## src/rtl/dm_load_unit_pkg.sv

```systemverilog
// Shared wordmode codes, load FSM state encoding and the alignment helper
// for the MEM-stage load unit.
package dm_load_unit_pkg;

    // Wordmode codes, shared with the store-side byte-enable decoder.
    localparam logic [2:0] wm_wd = 3'd0;
    localparam logic [2:0] wm_hu = 3'd1;
    localparam logic [2:0] wm_hs = 3'd2;
    localparam logic [2:0] wm_bu = 3'd3;
    localparam logic [2:0] wm_bs = 3'd4;

    // Load FSM states.
    typedef enum logic [1:0] {
        ld_idle = 2'd0,
        ld_wait = 2'd1,
        ld_done = 2'd2
    } ld_state_t;

    // Word loads need addr[1:0]==0 and halfword loads need addr[0]==0.
    // Byte loads, including the unused codes that decode as bytes, never trap.
    function automatic logic is_misaligned(input logic [2:0] wm, input logic [1:0] lo);
        logic mis;
        mis = 1'b0;
        if (wm == wm_wd)
            mis = (lo != 2'b00);
        else if ((wm == wm_hu) || (wm == wm_hs))
            mis = lo[0];
        return mis;
    endfunction

endpackage

```

## src/rtl/dm_load_unit_load_ext.sv

```systemverilog
// Combinational extraction of the addressed byte, halfword or word from a
// bus read word, followed by sign or zero extension.
module load_ext
    import dm_load_unit_pkg::*;
(
    input  logic [2:0]  wordmode,
    input  logic [1:0]  addr,
    input  logic [31:0] word,
    output logic [31:0] data
);

    logic [15:0] w_half;
    logic [7:0]  w_byte;

    assign w_half = addr[1] ? word[31:16] : word[15:0];
    assign w_byte = word[8*addr +: 8];

    // Pick the field for the wordmode; codes 5-7 fall through to byte-unsigned.
    always_comb begin
        data = word;
        case (wordmode)
            wm_wd:   data = word;
            wm_hu:   data = {16'h0000, w_half};
            wm_hs:   data = {{16{w_half[15]}}, w_half};
            wm_bs:   data = {{24{w_byte[7]}}, w_byte};
            default: data = {24'h000000, w_byte};
        endcase
    end

endmodule

```

## src/rtl/dm_load_unit.sv

```systemverilog
// MEM-stage load unit: checks alignment, issues one word-aligned bus read
// with a request/ready handshake, extracts and extends the result, and
// stalls the pipeline until the access completes, times out or is flushed.
//
// Handshake: mem_req is held high for every cycle in WAIT; a read completes
// in the first WAIT cycle where mem_ready=1 (and flush=0), and mem_rdata is
// only looked at in that cycle. Dropping mem_req abandons the request.
module dm_load_unit
    import dm_load_unit_pkg::*;
#(
    parameter int TIMEOUT_CYCLES = 16
) (
    input  logic        clk,
    input  logic        reset,
    input  logic        start,
    input  logic [31:0] addr,
    input  logic [2:0]  wordmode,
    input  logic        flush,
    output logic        mem_req,
    output logic [31:0] mem_addr,
    input  logic        mem_ready,
    input  logic [31:0] mem_rdata,
    output logic        busy,
    output logic        done,
    output logic [31:0] rdata,
    output logic        adel,
    output logic        buserr,
    output logic [1:0]  dbg_state
);

    localparam logic [7:0] LP_CNT_LAST = 8'(TIMEOUT_CYCLES - 1);

    ld_state_t   r_state;
    logic [7:0]  r_cnt;
    logic        r_mem_req;
    logic [31:0] r_mem_addr;
    logic [2:0]  r_wm;
    logic [1:0]  r_lo;
    logic [31:0] r_rdata;
    logic        r_done;
    logic        r_adel;
    logic        r_buserr;

    logic        w_misaligned;
    logic [31:0] w_ext;

    assign w_misaligned = is_misaligned(wordmode, addr[1:0]);

    // Extraction always uses the latched access, never the live inputs.
    load_ext u_load_ext (
        .wordmode (r_wm),
        .addr     (r_lo),
        .word     (mem_rdata),
        .data     (w_ext)
    );

    // Load FSM with registered request, result and one-cycle status pulses.
    always_ff @(posedge clk or posedge reset) begin
        if (reset) begin
            r_state    <= ld_idle;
            r_cnt      <= 8'd0;
            r_mem_req  <= 1'b0;
            r_mem_addr <= 32'h0;
            r_wm       <= wm_wd;
            r_lo       <= 2'b00;
            r_rdata    <= 32'h0;
            r_done     <= 1'b0;
            r_adel     <= 1'b0;
            r_buserr   <= 1'b0;
        end else begin
            r_done   <= 1'b0;
            r_adel   <= 1'b0;
            r_buserr <= 1'b0;
            case (r_state)
                ld_idle: begin
                    if (start) begin
                        if (w_misaligned) begin
                            r_adel <= 1'b1;
                        end else begin
                            r_mem_addr <= {addr[31:2], 2'b00};
                            r_wm       <= wordmode;
                            r_lo       <= addr[1:0];
                            r_cnt      <= 8'd0;
                            r_mem_req  <= 1'b1;
                            r_state    <= ld_wait;
                        end
                    end
                end
                ld_wait: begin
                    // flush beats a simultaneous mem_ready: nothing commits.
                    if (flush) begin
                        r_mem_req <= 1'b0;
                        r_state   <= ld_idle;
                    end else if (mem_ready) begin
                        r_rdata   <= w_ext;
                        r_mem_req <= 1'b0;
                        r_done    <= 1'b1;
                        r_state   <= ld_done;
                    end else if (r_cnt == LP_CNT_LAST) begin
                        r_mem_req <= 1'b0;
                        r_buserr  <= 1'b1;
                        r_state   <= ld_idle;
                    end else begin
                        r_cnt <= r_cnt + 8'd1;
                    end
                end
                ld_done: begin
                    // Result already committed; flush is ignored here.
                    r_state <= ld_idle;
                end
                default: begin
                    r_mem_req <= 1'b0;
                    r_state   <= ld_idle;
                end
            endcase
        end
    end

    // Stall in the same cycle an aligned start is seen, and throughout WAIT.
    always_comb begin
        busy = ((r_state == ld_idle) && start && !w_misaligned) || (r_state == ld_wait);
    end

    assign mem_req   = r_mem_req;
    assign mem_addr  = r_mem_addr;
    assign rdata     = r_rdata;
    assign done      = r_done;
    assign adel      = r_adel;
    assign buserr    = r_buserr;
    assign dbg_state = r_state;

endmodule

```

## config.mk

```make
export PLATFORM = sky130hd
export DESIGN_NAME = dm_load_unit
export DESIGN_NICKNAME = d
export VERILOG_FILES = /design/src/rtl/dm_load_unit_pkg.sv /design/src/rtl/dm_load_unit_load_ext.sv /design/src/rtl/dm_load_unit.sv
export SDC_FILE = /design/constraint.sdc
export NUM_CORES = 1
export LEC_CHECK = 0
export CORE_MARGIN = 1
export CORE_UTILIZATION = 49
export DETAILED_ROUTE_END_ITERATION = 10
export PLACE_DENSITY = 0.87
export SLEW_MARGIN = 25
export SYNTH_ARGS = -nofsm -noshare
export SYNTH_HDL_FRONTEND = slang
export SYNTH_SLANG_ARGS = --single-unit
export TNS_END_PERCENT = 5
```

## constraint.sdc

```tcl
create_clock -name clk -period 4.65 [get_ports clk]
set_input_delay 0.6975 -clock clk [delete_from_list [all_inputs] [get_ports clk]]
set_output_delay 0.6975 -clock clk [all_outputs]
set_load 0.05 [all_outputs]
```

==> results.sh <==
export IMPL_stdcell_area_um2=5628
export IMPL_ios=143
export IMPL_viasPerCell=5.747
export IMPL_fin_util_pct=72.08
export IMPL_post_drt_wl_per_cell_um=17.57
export IMPL_endpoint_kind="output pin"
export IMPL_p_leak_nw=2.351
export IMPL_async_flop_share_pct=100.0
export IMPL_firstDrtPassIters=5
export IMPL_slew_headroom_pct=34.64
export IMPL_cts_htree_levels=3
export IMPL_synth_distinct_cells=43
export IMPL_antenna_found_initial=0
export IMPL_crit_required_ns=3.95
export IMPL_die_w_um=92.17
export IMPL_synth_cells_most_frequent="dfrtp_1 (81), o21ai_0 (34), a21oi_1 (33)"
export IMPL_period_share_pct=73.59
export IMPL_numCtsBuffers=9
export IMPL_drtIter0Drc=274
export IMPL_hp_start="mem_addr[5]$_DFFE_PP0P_"
export IMPL_hpwl_um=7796
export IMPL_post_cts_buffers=0
export IMPL_synth_yosys_seq_area_share_pct=50.88
export IMPL_drive_gt1_share_pct=12.94
export IMPL_min_period_ns=3.422
export IMPL_clk_path_buf_depth=2
export IMPL_drt_total_wl_um=10760
export IMPL_yosysTopAreaCell="dfrtp_1"
export IMPL_grt_first_pass_wirelength_um=17350
export IMPL_syn_inst=374
export IMPL_num_vias=3517
export IMPL_clock_latency_ns=0.35
export IMPL_worstRegToRegCells=4
export IMPL_drc_errors=0
export IMPL_synth_area_leaders="dfrtp_1 (51%), mux2_2 (8.8%), mux4_2 (4.5%)"
export IMPL_layout_nets=578
export IMPL_dp_slack_ns=1.223
export IMPL_finalMaxSlewViolations=0
export IMPL_tritoncts="yes"
export IMPL_yosysMostFrequentCell="dfrtp_1"
export IMPL_path_class="in -> out"
export IMPL_ir_drop_mv=0.5185
export IMPL_clkTransAtPathRegs_ns=0.09
export IMPL_reg2reg_slack_ns=2.07
export IMPL_drtAntennaViolNets=0
export IMPL_power_mw=3.419
export IMPL_r2r_end="rdata[31]$_DFFE_PP0P_"
export IMPL_grt_pass1_vias=3454
export IMPL_start_kind="input port"
export IMPL_outcome="completed"
export IMPL_cts_root_buffer="clkbuf_8"
export IMPL_syn2layout_area_growth_pct=41.27
export IMPL_worst_pin_slew_ns=0.9768
export IMPL_hold_violations=0
export IMPL_min_to="mem_addr[5]$_DFFE_PP0P_"
export IMPL_synth_top_cell_area_share_pct=50.88
export IMPL_hold_buffers=0
export IMPL_fmax_mhz=292.2
export IMPL_gr_total_overflow=0
export IMPL_core_um2=7807
export IMPL_placed_cell_area_um2=5424
export IMPL_ys_warn_count=0
export IMPL_ys_ff_latch=81
export IMPL_clock_skew_ns=0.01176
export IMPL_portBuffers=140
export IMPL_maxCapViolations=0
export IMPL_synth_avg_cell_area_um2=10.65
export IMPL_worstHoldPathType="reg -> reg"
export IMPL_rows=32
export IMPL_grtUsageTotal_pct=26.59
export IMPL_synth_main_ff_cell="dfrtp_1"
export IMPL_worst_ep_arrival_time_ns=2.72
export IMPL_reg2reg_from="r_lo[1]$_DFFE_PP0P_"
export IMPL_p_per_area_nw_per_um2=607.6
export IMPL_synth_area_um2=3984
export IMPL_grt_max_degree=46
export IMPL_gp_congestion=0.9002
export IMPL_critPathMaxFanout=2
export IMPL_holdPathStages=1
export IMPL_setup_viol=0
export IMPL_clock_sinks=81
export IMPL_die_h_um=92.17
export IMPL_ctsResizeCount=0
export IMPL_tns_ns=0
export IMPL_antennaDiodeCount=0
export IMPL_layout_setup_ws_ns=1.228
export IMPL_dieArea_um2=8494
export IMPL_start_util_pct=51.03
export IMPL_grt_setup_unrepaired="false"
export IMPL_synth_edf_count=0
[metal layers]
metal / up-vias / global-route usage [%] / wire length, µm
met3: 27 / 5.721 / 871
met2: 180 / 43.22 / 5387
met5: - / 0 / 0
li1: 1592 / - / -
met4: 0 / 11.20 / 268
met1: 1718 / 34.49 / 4228
[worst max-delay path by stage]
stage               startpoint  endpoint  slack, ns  depth (start not counted)
CTS                      start      busy       1.21                          6
detailed placement       start      busy       1.22                          6
global placement         start      busy       1.21                          6
finish                   start      busy       1.23                          6
global route             start      busy       1.15                          6
floorplan                start      busy       1.79                          5
[state kept, by name, summed over array words and instances (netlist names)]
| name | cells |
|---|---|
| adel | 1 |
| mem_req | 1 |
| done | 1 |
| buserr | 1 |
| rdata | 32 |
| dbg_state | 2 |
| r_wm | 3 |
| mem_addr | 30 |
| r_cnt | 8 |
| r_lo | 2 |
[where the power goes]
part	total [mW]	internal, mW	switching [mW]
Sequential	1.13	0.928	0.202
Clock	0.525	0.266	0.260
Combinational	1.76	0.643	1.12
[cells in the final DEF (no fill, tap or decap), drive strengths merged, types with 3 or more instances in the layout]
cell	instances
a21o	3
a21oi	34
a221oi	18
and3	5
buf	5
clkbuf	11
clkdlybuf4s50	140
dfrtp	81
inv	19
mux2	34
mux2i	4
mux4	8
nand2	28
nand3	3
nand4	3
nor2	29
nor2b	11
nor3	9
o21ai	34
xor2	4
[critical path, stage by stage]
cell and delay (ns):
clkdlybuf4s50_1 0.45, or3b_4 0.40, a311oi_4 0.22, inv_1 0.09, nand2_1 0.07, clkdlybuf4s50_1 0.79
[kinds of logic after synthesis]
group | Yosys count | synth area share, %
AND/OR/NAND/NOR | 98 | 12.09
multiplexers | 46 | 15.14
buffers and inverters | 45 | 5.088
XOR/XNOR | 6 | 1.319
adder cells (fa/ha/maj) | 2 | 0.5653
AO/OA/AOI/OAI | 95 | 14.82
other | 1 | 0.09413
flip-flops | 81 | 50.88
[final cells by class]
class / count / area [µm²]
fill: 596 / 2180
sequential: 81 / 2027
multi-input combinational: 249 / 1758
timing repair buffer: 145 / 1439
clock buffer: 11 / 141.4
tap: 102 / 127.6
inverter: 19 / 72.57
clock inverter: 5 / 62.56
[per-stage QoR]
step | std cells | hold slack (ns)
floorplan | 375 | 0.4740
global placement | 596 | 0.4686
detailed placement | 596 | 0.4813
CTS | 612 | 0.5051
global route | 612 | 0.5164
finish | 612 | 0.4975
Note: power is estimated with default switching activity, not from simulation.
==> variant 1, RTL diff (same settings) <==
Make the reset (`reset`) synchronous in one clocked block.
--- a/src/rtl/dm_load_unit.sv
+++ b/src/rtl/dm_load_unit.sv
@@ -57,3 +57,3 @@
     // Load FSM with registered request, result and one-cycle status pulses.
-    always_ff @(posedge clk or posedge reset) begin
+    always_ff @(posedge clk) begin
         if (reset) begin
Behaviour: differs if reset is asserted again (counterexample within 4 cycles, from zero or initial values and one cycle with reset high); with reset held inactive, the same outputs for 4 cycles.
==> variant 1 against the unedited design <==
- worst setup slack lost 25 ps
- routed wire length shrank 8.0%
- design area down 11%
- area after synthesis down 14%
- critical path depth decreased by 1
- register-to-register slack gained 240 ps
- critical path type unchanged
- non-clock buffer count decreased by 1
- sequential cell count unchanged
Power is not compared: it rests on default switching activity, and its combinational part moved more than twofold at a synthesized area within 25%.
==> variant 1: results (changes against the unedited design) <==
first-pass GRT wire length = 15500 microns (-10%)
Slowest-stage cell, CP = clkdlybuf4s50_1
maximum VDD drop = 0.191 mV
WL per Instance = 16.4 microns (-6.9%)
top cells by area, synth = dfxtp_1, nand2_1, a21oi_1
nets@finish = 577 (-0.17%)
Post-DP Area = 4850 sq um (-11%)
leakage power = 1.84 nW
number of global-route vias before repair = 3239 (-6.2%)
Initial DRC Count = 186 (-32%)
Mapped Cells = 378 (+1.1%)
hpwl dp = 7070 microns (-9.4%)
Layout fillers = 517 (-13%)
gpl congestion = 0.860 (-4.5%)
n_diodes = 0 (unchanged)
dpl ws = 1210 ps (-8.15 ps)
Largest stage delay, worst path = 810 ps (+20 ps)
Clock Skews = 7.80 ps (-3.96 ps)
top cells by count, synth = dfxtp_1, nand2_1, a21oi_1
FFs w/ async S/R, synth = 0% (-100 points)
CP max FO = 5 (+3)
Placed Cells incl. Taps = 589 (-1.2%)
cts hold-fix bufs = 0 (unchanged)
sequential share of the synthesized area = 47.1% (-3.8 points)
status = complete, no violations
All-Layer GR Usage = 27.3% (+0.70 points)
Slew HR = 39.3% (+4.6 points)
share of cells above drive strength 1 = 7.66% (-5.3 points)
Via density = 5.61 (-2.4%)
count of different cell masters after synthesis = 50 (+16%)
largest net degree at the start of global routing = 59 (+28%)
non-filler cells, final = 605 (-1.1%)
WP data arrival = 2750 ps (+30 ps)
Hold Crit Class = reg -> reg
-- variant 1: kinds of logic after synthesis --
group | after synthesis | share of synthesized area [%]
simple gates | 140 | 19.3
compound gates | 99 | 19.4
flops | 81 | 47.1
buf+inv | 33 | 4.36
mux | 17 | 7.85
xor+xnor | 6 | 1.53
fa+ha+maj | 1 | 0.363
other cells | 1 | 0.109
-- variant 1: layout make-up --
class / instances / area, sq um / share of cell area, %
tap: 96 / 120 / 2.39
multi-input combinational: 265 / 1670 / 33.3
sequential: 81 / 1620 / 32.2
clock inverter: 7 / 53.8 / 1.07
clock buffer: 9 / 124 / 2.46
timing repair buffer: 144 / 1430 / 28.4
inverter: 3 / 11.3 / 0.224
-- variant 1: worst max-delay path: cells and delay by family --
kind | cells | cell delay, ps
buf+inv | 2 | 1260
simple gates | 3 | 790
-- variant 1: path summary, 6_finish.rpt --
kind | from | to | slack (ps) | cells after the start
min reg2reg | mem_addr[27] | mem_addr[27] | 460 | 2
max reg2reg | r_lo[1] | rdata[21] | 2310 | 4
min | mem_addr[27] | mem_addr[27] | 460 | 2
max | start | busy | 1200 | 5
-- variant 1: power by group through the flow --
stage	Sequential, mW	Combinational [mW]	Clock, mW
after floorplan	0.836	0.114	0
after global placement	0.760	0.324	0
after detailed placement	0.761	0.330	0
after CTS	0.745	0.332	0.469
after global routing	0.749	0.352	0.505
final	0.746	0.333	0.464
-- variant 1: per-layer routing --
layer | routed length, microns | part of all wire [%] | track usage, %
met3 | 593 | 6.0 | 5.39
met5 | 0 | 0 | 0
met2 | 4910 | 50 | 45.1
met4 | 422 | 4.3 | 15.0
met1 | 3970 | 40 | 33.6
==> variant 2, RTL diff (config.mk and constraints unchanged) <==
Without the edit above. Set the parameter `TIMEOUT_CYCLES` to 12 (it was 16).
--- a/src/rtl/dm_load_unit.sv
+++ b/src/rtl/dm_load_unit.sv
@@ -10,3 +10,3 @@
 #(
-    parameter int TIMEOUT_CYCLES = 16
+    parameter int TIMEOUT_CYCLES = 12
 ) (
Check against the original RTL: same outputs for any inputs over 4 cycles, from zero or initial values and one cycle with reset high; that may be too few to reach the edited logic, so the function may still have changed.
==> variant 2 against the unedited design <==
- sequential power decreased by 4%
- routed wire length fell by 7.7%
- global-route usage fell by 1.8 points
- area after synthesis is 1.9% lower
- hold slack improved by 9.5 ps
- worst setup slack lost 21 ps
- power shrank 5.6%
- die area down 1.8%
- design area shrank 1.4%
- final cell count down 7.2%
- sequential share of layout area rose by 0.52 points
- clock skew decreased by 3.7 ps
- sequential cell count unchanged
- largest power group unchanged
==> variant 2: results (changes against the unedited design) <==
status = complete, no violations
CTS root buf = clkbuf_8
leakage power = 2.27 nW (-3.3%)
Setup crit start = start
maximum VDD drop = 0.320 mV (-38%)
share of cells above drive strength 1 = 14.8% (+1.9 points)
Clock Tree Buf Depth = 2 (unchanged)
Clock Skews = 8.04 ps (-3.72 ps)
nets@finish = 535 (-7.4%)
top cells by count, synth = dfrtp_1, nand2_1, mux2_2
number of port buffers = 140 (unchanged)
Largest stage delay, worst path = 790 ps (about the same)
critical path's top delay family = buffers and inverters
Slew @ Worst Pin = 802 ps (-175 ps)
flop2flop setup slack = 2170 ps (+100 ps)
Via density = 5.88 (+2.3%)
Clock transition at path regs = 80 ps
first-pass GRT wire length = 16100 microns (-7.3%)
gpl congestion = 0.837 (-7.0%)
top cells by area, synth = dfrtp_1, mux2_2, a221o_1
All-Layer GR Usage = 24.8% (-1.8 points)
sequential share of the synthesized area = 51.8% (+0.96 points)
max-slew violations = 0 (unchanged)
Skew-Pair Late Insertion Delay = 340 ps
count of different cell masters after synthesis = 48 (+12%)
Post-Synth XOR/XNOR Area = 1.34% (+0.025 points)
CTS buffer count = 9 (unchanged)
initial antenna violation count = 0 (unchanged)
reg-to-reg startpoint = dbg_state[1]
Slowest-stage cell, CP = clkdlybuf4s50_1
post-CTS sizing = 0 (unchanged)
Worst R2R End = rdata[29]
Post-DP Area = 5330 sq um (-1.7%)
Initial DRC Count = 279 (+1.8%)
post-CTS setup buffers = 0 (unchanged)
largest net degree at the start of global routing = 58 (+26%)
Internal = 1.83 mW (-0.60%)
Setup crit end = busy
FFs w/ async S/R, synth = 100% (unchanged)
WP data arrival = 2750 ps (+30 ps)
Fin. Hold Viols = 0 (unchanged)
number of global-route vias before repair = 3176 (-8.0%)
n_diodes = 0 (unchanged)
CP max FO = 2 (unchanged)
Adder-Cell Fraction of Synth Area = 0.832% (+0.27 points)
Largest register FFs = 32 (unchanged)
hold path startpoint = rdata[13]
compound-gate portion of the synthesized area = 12.4% (-2.4 points)
drt pass-1 iters = 5 (unchanged)
hpwl dp = 7080 microns (-9.2%)
Worst R2R Path Depth = 4 (unchanged)
YS warnings = 0 (unchanged)
Most used DFF post-synth = dfrtp_1
WL final = 9920 microns (-7.7%)
htree depth = 3 (unchanged)
post-synthesis mux area share = 15.7% (+0.61 points)
Hold Crit Class = reg -> reg
variant 2: area by class of cell:
type                       count  area, sq um
inverter                       8         32.5
multi-input combinational    218         1710
sequential                    81         2030
clock inverter                 5         78.8
fill                         558         2180
clock buffer                  10          138
timing repair buffer         144         1430
tap                          102          128
variant 2: through the flow:
stage	instances	hold WS, ps	utilization [%]	worst slack (ps)
floorplan	332	511	-	1870
global placement	553	469	69.0	1200
detailed placement	553	490	69.0	1200
CTS	568	509	71.8	1200
global route	568	521	71.8	1170
finish	568	507	71.8	1210
variant 2: cell families (layout without fill, tap and decap cells):
family                   Yosys count  in the layout
AND/OR/NAND/NOR                  101            101
flip-flops                        81             81
adder cells (fa/ha/maj)            3              3
AO/OA/AOI/OAI                     58             58
XOR/XNOR                           6              6
multiplexers                      48             48
buffers and inverters             33            167
other                              1              2
variant 2: power groups by stage:
| stage | sequential, mW | combinational [mW] | clock [mW] |
|---|---|---|---|
| 4_1_cts | 1.09 | 1.58 | 0.571 |
| 5_1_grt | 1.13 | 1.64 | 0.603 |
| 2_1_floorplan | 1.70 | 0.433 | 0 |
| 6_report | 1.09 | 1.57 | 0.562 |
| 3_5_place_dp | 1.11 | 1.57 | 0 |
| 3_3_place_gp | 1.09 | 1.55 | 0 |
variant 2: per-layer routing:
metal  up-vias  wire length, microns  GRT usage [%]  share of wire (%)
met5         -                     0              0                  0
met4         0                   187           9.39                1.9
met3        18                  1010           7.37                 10
met2       207                  4670           37.8                 47
met1      1621                  4050           33.5                 41
li1       1492                     -              -                  -
variant 2: worst min-delay path by stage:
stage,end,slack [ps],cells past startpoint
finish,rdata[13],510,2
global route,rdata[13],520,2
CTS,rdata[13],510,2
detailed placement,rdata[13],490,2
global placement,mem_addr[26],470,1
floorplan,r_cnt[7],510,2
